`src/rtl/vga_scan_timing_gen.sv`:
```
// VGA raster timing generator.
// Divides the system clock down to a pixel rate and walks X/Y over the full
// raster. The registered sync, blank and strobe outputs change on the same clk
// edge as the coordinates they describe.
module vga_scan_timing_gen #(
  parameter int unsigned CLK_DIV  = 4,
  parameter int unsigned H_ACTIVE = 640,
  parameter int unsigned H_FP     = 16,
  parameter int unsigned H_SYNC   = 96,
  parameter int unsigned H_BP     = 48,
  parameter int unsigned V_ACTIVE = 480,
  parameter int unsigned V_FP     = 10,
  parameter int unsigned V_SYNC   = 2,
  parameter int unsigned V_BP     = 33,
  parameter bit          SYNC_POL = 1'b0
) (
  input  logic       clk,
  input  logic       reset,
  output logic       pixel_tick,
  output logic [9:0] X,
  output logic [9:0] Y,
  output logic       video_on,
  output logic       hsync,
  output logic       vsync,
  output logic       line_end,
  output logic       frame_start
);

  localparam int unsigned H_TOTAL = H_ACTIVE + H_FP + H_SYNC + H_BP;
  localparam int unsigned V_TOTAL = V_ACTIVE + V_FP + V_SYNC + V_BP;
  localparam int unsigned DivW    = (CLK_DIV > 1) ? $clog2(CLK_DIV) : 1;

  localparam logic [DivW-1:0] DivLast = DivW'(CLK_DIV - 1);
  localparam logic [9:0]      HLast   = 10'(H_TOTAL - 1);
  localparam logic [9:0]      VLast   = 10'(V_TOTAL - 1);

  // Window bounds are 11 bits so a window ending exactly at 1024 still decodes.
  localparam logic [10:0] HActEnd  = 11'(H_ACTIVE);
  localparam logic [10:0] HSyncBeg = 11'(H_ACTIVE + H_FP);
  localparam logic [10:0] HSyncEnd = 11'(H_ACTIVE + H_FP + H_SYNC);
  localparam logic [10:0] VActEnd  = 11'(V_ACTIVE);
  localparam logic [10:0] VSyncBeg = 11'(V_ACTIVE + V_FP);
  localparam logic [10:0] VSyncEnd = 11'(V_ACTIVE + V_FP + V_SYNC);

  // Parameter sanity: counters are 10 bits and the divider must be non-zero.
  if (CLK_DIV < 1) begin : g_bad_clk_div
    $error("vga_scan_timing_gen: CLK_DIV must be >= 1");
  end
  if (H_TOTAL > 1024 || H_TOTAL < 1) begin : g_bad_h_total
    $error("vga_scan_timing_gen: H_TOTAL must be in 1..1024");
  end
  if (V_TOTAL > 1024 || V_TOTAL < 1) begin : g_bad_v_total
    $error("vga_scan_timing_gen: V_TOTAL must be in 1..1024");
  end

  logic [DivW-1:0] div_q, div_d;
  logic            tick_en;
  logic            tick_q;
  logic [9:0]      x_q, x_d;
  logic [9:0]      y_q, y_d;
  logic            line_wrap, frame_wrap;
  logic            video_on_q, video_on_d;
  logic            hsync_q, hsync_d;
  logic            vsync_q, vsync_d;
  logic            line_end_q, line_end_d;
  logic            frame_start_q, frame_start_d;

  // Clock divider: tick_en marks the clk whose edge advances the raster.
  always_comb begin
    tick_en = (div_q == DivLast);
    div_d   = tick_en ? '0 : div_q + 1'b1;
  end

  // Raster counters: X runs across the line, Y steps when X wraps.
  always_comb begin
    x_d        = x_q;
    y_d        = y_q;
    line_wrap  = (x_q == HLast);
    frame_wrap = line_wrap && (y_q == VLast);
    if (tick_en) begin
      if (line_wrap) begin
        x_d = '0;
        y_d = frame_wrap ? '0 : y_q + 10'd1;
      end else begin
        x_d = x_q + 10'd1;
      end
    end
  end

  // Decode from the next coordinates so the registered flags line up with X/Y.
  always_comb begin
    video_on_d    = ({1'b0, x_d} < HActEnd) && ({1'b0, y_d} < VActEnd);
    hsync_d       = (({1'b0, x_d} >= HSyncBeg) && ({1'b0, x_d} < HSyncEnd)) ? SYNC_POL
                                                                              : ~SYNC_POL;
    vsync_d       = (({1'b0, y_d} >= VSyncBeg) && ({1'b0, y_d} < VSyncEnd)) ? SYNC_POL
                                                                              : ~SYNC_POL;
    line_end_d    = tick_en && line_wrap;
    frame_start_d = tick_en && frame_wrap;
  end

  // State registers. Raster-derived flags only load on a tick, which keeps them
  // at their reset values until the first pixel step after reset release.
  always_ff @(posedge clk or posedge reset) begin
    if (reset) begin
      div_q         <= '0;
      tick_q        <= 1'b0;
      x_q           <= '0;
      y_q           <= '0;
      video_on_q    <= 1'b0;
      hsync_q       <= ~SYNC_POL;
      vsync_q       <= ~SYNC_POL;
      line_end_q    <= 1'b0;
      frame_start_q <= 1'b0;
    end else begin
      div_q         <= div_d;
      tick_q        <= tick_en;
      line_end_q    <= line_end_d;
      frame_start_q <= frame_start_d;
      if (tick_en) begin
        x_q        <= x_d;
        y_q        <= y_d;
        video_on_q <= video_on_d;
        hsync_q    <= hsync_d;
        vsync_q    <= vsync_d;
      end
    end
  end

  // Outputs are straight register taps.
  always_comb begin
    pixel_tick  = tick_q;
    X           = x_q;
    Y           = y_q;
    video_on    = video_on_q;
    hsync       = hsync_q;
    vsync       = vsync_q;
    line_end    = line_end_q;
    frame_start = frame_start_q;
  end

endmodule

```
`config.mk`:
```
export PLATFORM = sky130hd
export DESIGN_NAME = vga_scan_timing_gen
export DESIGN_NICKNAME = d
export VERILOG_FILES = /design/src/rtl/vga_scan_timing_gen.sv
export SDC_FILE = /design/constraint.sdc
export NUM_CORES = 1
export LEC_CHECK = 0
export ABC_CLOCK_PERIOD_IN_PS = 4700
export CORE_MARGIN = 2
export CORE_UTILIZATION = 55
export CTS_CLUSTER_DIAMETER = 30
export CTS_CLUSTER_SIZE = 25
export DETAILED_ROUTE_END_ITERATION = 8
export GPL_ROUTABILITY_DRIVEN = 1
export PLACE_DENSITY = 0.83
export SLEW_MARGIN = 20
export SYNTH_ARGS = -nofsm -noshare
export SYNTH_HDL_FRONTEND = slang
export SYNTH_SLANG_ARGS = --single-unit
```
`constraint.sdc`:
```
create_clock -name clk -period 4.7 [get_ports clk]
set_input_delay 0.705 -clock clk [delete_from_list [all_inputs] [get_ports clk]]
set_output_delay 0.705 -clock clk [all_outputs]
set_load 0.05 [all_outputs]
```
## Yosys cells after proc, flatten, opt, wreduce, memory -nomap -nowiden

Index checks and enable logic that the tools add are counted.

- Bits in registers: 28
- Latch bits: 0
- Bits in writable memories: 0
- ROM bits: 0
- Bits of input ports: 2
- Output and inout bits: 26
- Word-level logic and storage cells: 35
- Memories kept: 0

- Add/subtract/negate cells: 3
- $mul: 0
- Divide/modulo/power cells: 0
- $lt $le $gt $ge: 6
- Equal/unequal tests: 3
- Shift-type cells: 0
- Mux-type cells: 8
- Bitwise operators: 0
- Reduce and logical (&&, ||, !) cells: 6

Operators by type and width:

| cell | count |
|---|---|
| $mux W10 | 5 |
| $add A10 B1 Y10 const B | 2 |
| $eq A10 B10 Y1 const B | 2 |
| $lt A10 B10 Y1 const B | 2 |
| $lt A10 B9 Y1 const B | 2 |
| $ge A10 B10 Y1 const B | 1 |
| $ge A10 B9 Y1 const B | 1 |
| $logic_and A1 B1 Y1 | 6 |
| $add A2 B1 Y2 const B | 1 |
| $eq A2 B2 Y1 const B | 1 |
| $mux W1 | 2 |
| $mux W2 | 1 |

## Depth between registers and ports, before layout

- Depth after elaboration: 8
- Gate-level depth with buffers: 8

## Least setup slack after synthesis

OpenSTA, ideal clock, no wires.

- Kind: register -> register
- Start point: register x_q[1] (netlist: X[1])
- End point: register vsync_q (netlist: vsync)
- Library setup time: 0.083 ns
- Data arrival time: 2.403 ns
- Required time: 4.617 ns
- Path slack: 2.213 ns
- Stages on the path, launching flop included: 9
- Path through: dfrtp_1 -> ha_1 -> nand3_1 -> or3_4 -> buf_6 -> a21o_2 -> nand2_1 -> nand4b_1 -> o32a_1

- Cells in the longest elaborated chain, start to end: 8
- Elaborated cells between the ends (all ways): 9
- Classes of those cells: order compare: 2; eq/ne: 1; mux: 4; reduce/logical: 2

Ends and longest elaborated chain:

| what | RTL line | RTL |
|---|---|---|
| start: declaration | 59 | `logic [9:0] x_q, x_d;` |
| start signal: assignment | 107 | `x_q <= '0;` |
| start signal: assignment | 120 | `x_q <= x_d;` |
| $eq A10 B10 Y1 (*) | 78 | `line_wrap = (x_q == HLast);` |
| $logic_and A1 B1 Y1 | 79 | `frame_wrap = line_wrap && (y_q == VLast);` |
| $mux W10 | 83 | `y_d = frame_wrap ? '0 : y_q + 10'd1;` |
| $mux W10 (*) | 81 | `if (line_wrap) begin` |
| $mux W10 (*) | 80 | `if (tick_en) begin` |
| $ge A10 B9 Y1 or $lt A10 B9 Y1 (tied branches) | 95 | `vsync_d = (({1'b0, y_d} >= VSyncBeg) && ({1'b0, y_d} < VSyncEnd)) ? SYNC_POL` |
| $logic_and A1 B1 Y1 (*) | 95 |  |
| $mux W1 (*) | 95 |  |
| end signal: assignment | 111 | `vsync_q <= ~SYNC_POL;` |
| end signal: assignment | 124 | `vsync_q <= vsync_d;` |
| end: declaration | 64 | `logic vsync_q, vsync_d;` |

Every way passes the cells marked *; elsewhere a longest branch is shown, timed or not.
A chain may end at the register's enable or synchronous reset.

## Worst setup path in the final report

- Start point: register div_q[0]
- End point: register video_on_q (netlist: video_on)

- Cells in the longest elaborated chain, start to end: 4
- Elaborated cells between the ends (all ways): 6
- Classes of those cells: order compare: 2; eq/ne: 1; mux: 2; reduce/logical: 1

Ends and longest elaborated chain:

| what | RTL line | RTL |
|---|---|---|
| start: declaration | 56 | `logic [DivW-1:0] div_q, div_d;` |
| start signal: assignment | 115 | `div_q <= div_d;` |
| $eq A2 B2 Y1 (*) | 70 | `tick_en = (div_q == DivLast);` |
| via tick_en | 57 | `logic tick_en;` |
| $mux W10 | 80 |  |
| $lt A10 B10 Y1 or $lt A10 B9 Y1 (tied branches) | 92 | `video_on_d = ({1'b0, x_d} < HActEnd) && ({1'b0, y_d} < VActEnd);` |
| $logic_and A1 B1 Y1 | 92 |  |
| end signal: assignment | 122 | `video_on_q <= video_on_d;` |
| end: declaration | 62 | `logic video_on_q, video_on_d;` |

The timed path passes the listed nets; every way through them passes the cells marked *.

==> flow_metrics.tcl <==
set metrics [dict create \
    place_area_um2 1831 \
    diodes 0 \
    totalWireLength_mm 3.428 \
    crit_fanout 16 \
    grt_start_max_net_pins 29 \
    cp_data_required_time_ps 4930 \
    antenna_found_initial 0 \
    nFillCells 218 \
    final_area_um2 1853 \
    synthXorXnorAreaFrac_pct 5.020 \
    grt_pass1_vias 1268 \
    drc 0 \
    htree_levels 1 \
    grt_overflow 0 \
    power_density_nw_per_um2 184.3 \
    synth_fa_ha_area_share_pct 3.239 \
    netlist_top_cells_area "dfrtp_1, nand2_1, inv_1, nand3_1, dfstp_2" \
    start_util_pct 57.02 \
    drive_gt1_share_pct 8.556 \
    place.gp.congestion 0.9040 \
    hold_buffers 0 \
    synthSimpleGateAreaFrac_pct 26.48 \
    io_pins 28 \
    utilization_pct 68.37 \
    synth_top_family_by_area "simple AND/OR/NAND/NOR gates" \
    cts_resized 0 \
    status "finished clean" \
    vias_per_cell 6.078 \
    cts_tree "done" \
    period_needed_ps 2742 \
    synth_mux_area_share_pct 2.591 \
    placedCellCount 215 \
    fp.dieW_um 57.01 \
    synthArstFlopShare_pct 100.0 \
    synth_top_area_share_pct 42.11 \
    start_kind "flip-flop" \
    clk_pin_slew_ps 140 \
    synthesis.area_um2 1545 \
    rsz0062_at_grt "no" \
    report.final.slew_viol_count 0 \
    syn_inst 160 \
    dr.pass1.iters 5 \
    postCtsSetupRepairBufs 0 \
    fmaxAchievable_mhz 364.8 \
    clk_latency_ps 320 \
    drv_cap 0 \
    syn_to_final_growth_pct 19.92 \
    synth.avg_cell_area_um2 9.658 \
    cts_root_buf "clkbuf_4" \
    hold_start "div_q[0]" \
    cp_cell_sequence "ha_1, nand3_1, or3_4, nor3_4, xor2_2, a41oi_1, a32o_1" \
    vias 1325 \
    leakage_nw 0.7876 \
    critPathKind "reg2reg" \
    wl_per_cell_um 15.72 \
    cp-end-kind "flip-flop" \
    clock_path_buffers 2 \
    synth_edf_count 0 \
    slew_headroom_pct 62.50 \
    die_h_um 57.01 \
    synthFlopType "dfrtp_1" \
    portBuffers 27 \
    drt_iter0_drc 76 \
    grt_pass1_wl_mm 5.775 \
    cpMaxStageDelayCell "or3_4" \
    final-hold-violation-count 0 \
    synth.ff_latch_count 28 \
    ys_warn_count 0 \
    synth_most_common_cell "dfrtp_1" \
    place_hpwl_mm 2.532 \
    yosysSeqAreaShare_pct 45.51 \
    ys_types 44 \
    syn-num-nets 166 \
    fin_cells 218 \
    cts_made_buffers 3 \
    gr-usage-all-layers_pct 22.71 \
    setup_viol_count_final 0 \
    arrival_ps 2970 \
    min_path_type "reg2reg" \
    cts_num_sinks 28 \
    r2r_start "div_q[0]" \
    synthTopCellsByCount "dfrtp_1, nand2_1, inv_1" \
    synth_top_area_cell "dfrtp_1" \
    startpoint "div_q[0]" \
    total_power_uw 341.5 \
    synth-compound-area-share_pct 11.74 \
    tns_ps 0 \
    final_antenna_net_count 0 \
    core_area_um2 2710 \
    worst_slew_pin_slew_ps 561.7 \
    slowest_delay_ps 520 \
    layout.nets 195 \
    rows 19 \
    floorplan.die_area_um2 3250 \
    fin_skew_ps 4.696 \
    fin_crit_sh_pct 58.33 \
    peakVddDrop_uv 180.8 \
]
-- report_power, final --
part	internal [mW]	switching, mW
Combinational	0.000805	0.00451
Sequential	0.241	0
Clock	0.0301	0.0651
-- critical path, delay by kind of cell (launching register included) --
family	cells	cell delay, ps
AND/OR/NAND/NOR	3	1150
adder cells (fa/ha/maj)	1	510
AO/OA/AOI/OAI	2	400
flip-flops	1	390
XOR/XNOR	1	200
-- registers in the layout, indices dropped and copies added, names as in the netlist --
register	flops
X	10
Y	10
div_q	2
frame_start	1
hsync	1
line_end	1
pixel_tick	1
video_on	1
vsync	1
-- worst paths after layout --
check / to / slack (ps) / cells past startpoint
max in group asynchronous: vsync / 3580 / 2
worst max-delay path: video_on / 1960 / 7
worst min register to register: div_q[0] / 450 / 1
worst max register to register: video_on / 1960 / 7
min in group asynchronous: Y[7] / 740 / 2
worst min-delay path: div_q[0] / 450 / 1
-- cells in the final DEF (no fill, tap or decap), drive strengths merged, types with 2 or more instances in the layout --
| cell type | netlist | final |
|---|---|---|
| a21oi | 3 | 3 |
| clkbuf | 0 | 3 |
| clkdlybuf4s50 | 0 | 27 |
| dfrtp | 26 | 26 |
| dfstp | 2 | 2 |
| ha | 4 | 4 |
| inv | 15 | 15 |
| mux2i | 4 | 4 |
| nand2 | 19 | 19 |
| nand2b | 2 | 2 |
| nand3 | 11 | 11 |
| nand3b | 2 | 2 |
| nand4 | 8 | 8 |
| nor2 | 8 | 8 |
| nor3 | 4 | 4 |
| nor3b | 2 | 2 |
| nor4 | 3 | 3 |
| o21ai | 11 | 11 |
| o311ai | 2 | 2 |
| o31ai | 2 | 2 |
| o32a | 2 | 2 |
| or2 | 2 | 2 |
| or3 | 3 | 3 |
| xnor2 | 4 | 4 |
| xor2 | 4 | 4 |
-- cell families (layout without fill, tap and decap cells) --
| logic type | after synthesis | count (layout) |
|---|---|---|
| fa+ha+maj | 4 | 4 |
| mux | 4 | 4 |
| buf+inv | 19 | 46 |
| xor+xnor | 8 | 8 |
| flops | 28 | 28 |
| compound gates | 26 | 26 |
| simple gates | 71 | 71 |
-- per-layer routing --
layer  track usage, %  part of all wire [%]  vias to the layer above
li1                 -                     -                      628
met1            31.99                    44                      630
met2            34.81                    48                       52
met3            3.628                   4.9                       15
met4            10.30                   2.7                        0
met5                0                     0                        -
-- layout make-up --
class	instances	area [um2]	share of cell area [%]
timing repair buffer	27	270.3	14.58
sequential	28	703.2	37.95
multi-input combinational	113	758.2	40.92
clock buffer	3	22.52	1.215
inverter	16	60.06	3.241
tap	31	38.79	2.093
-- per-stage QoR --
stage / setup WS [ps] / hold slack (ps)
detailed placement: 2044 / 433.1
CTS: 2021 / 453.0
global placement: 2177 / 413.0
global route: 1807 / 479.3
floorplan: 2213 / 403.1
finish: 1958 / 452.5
(Power assumes the default switching activity.)
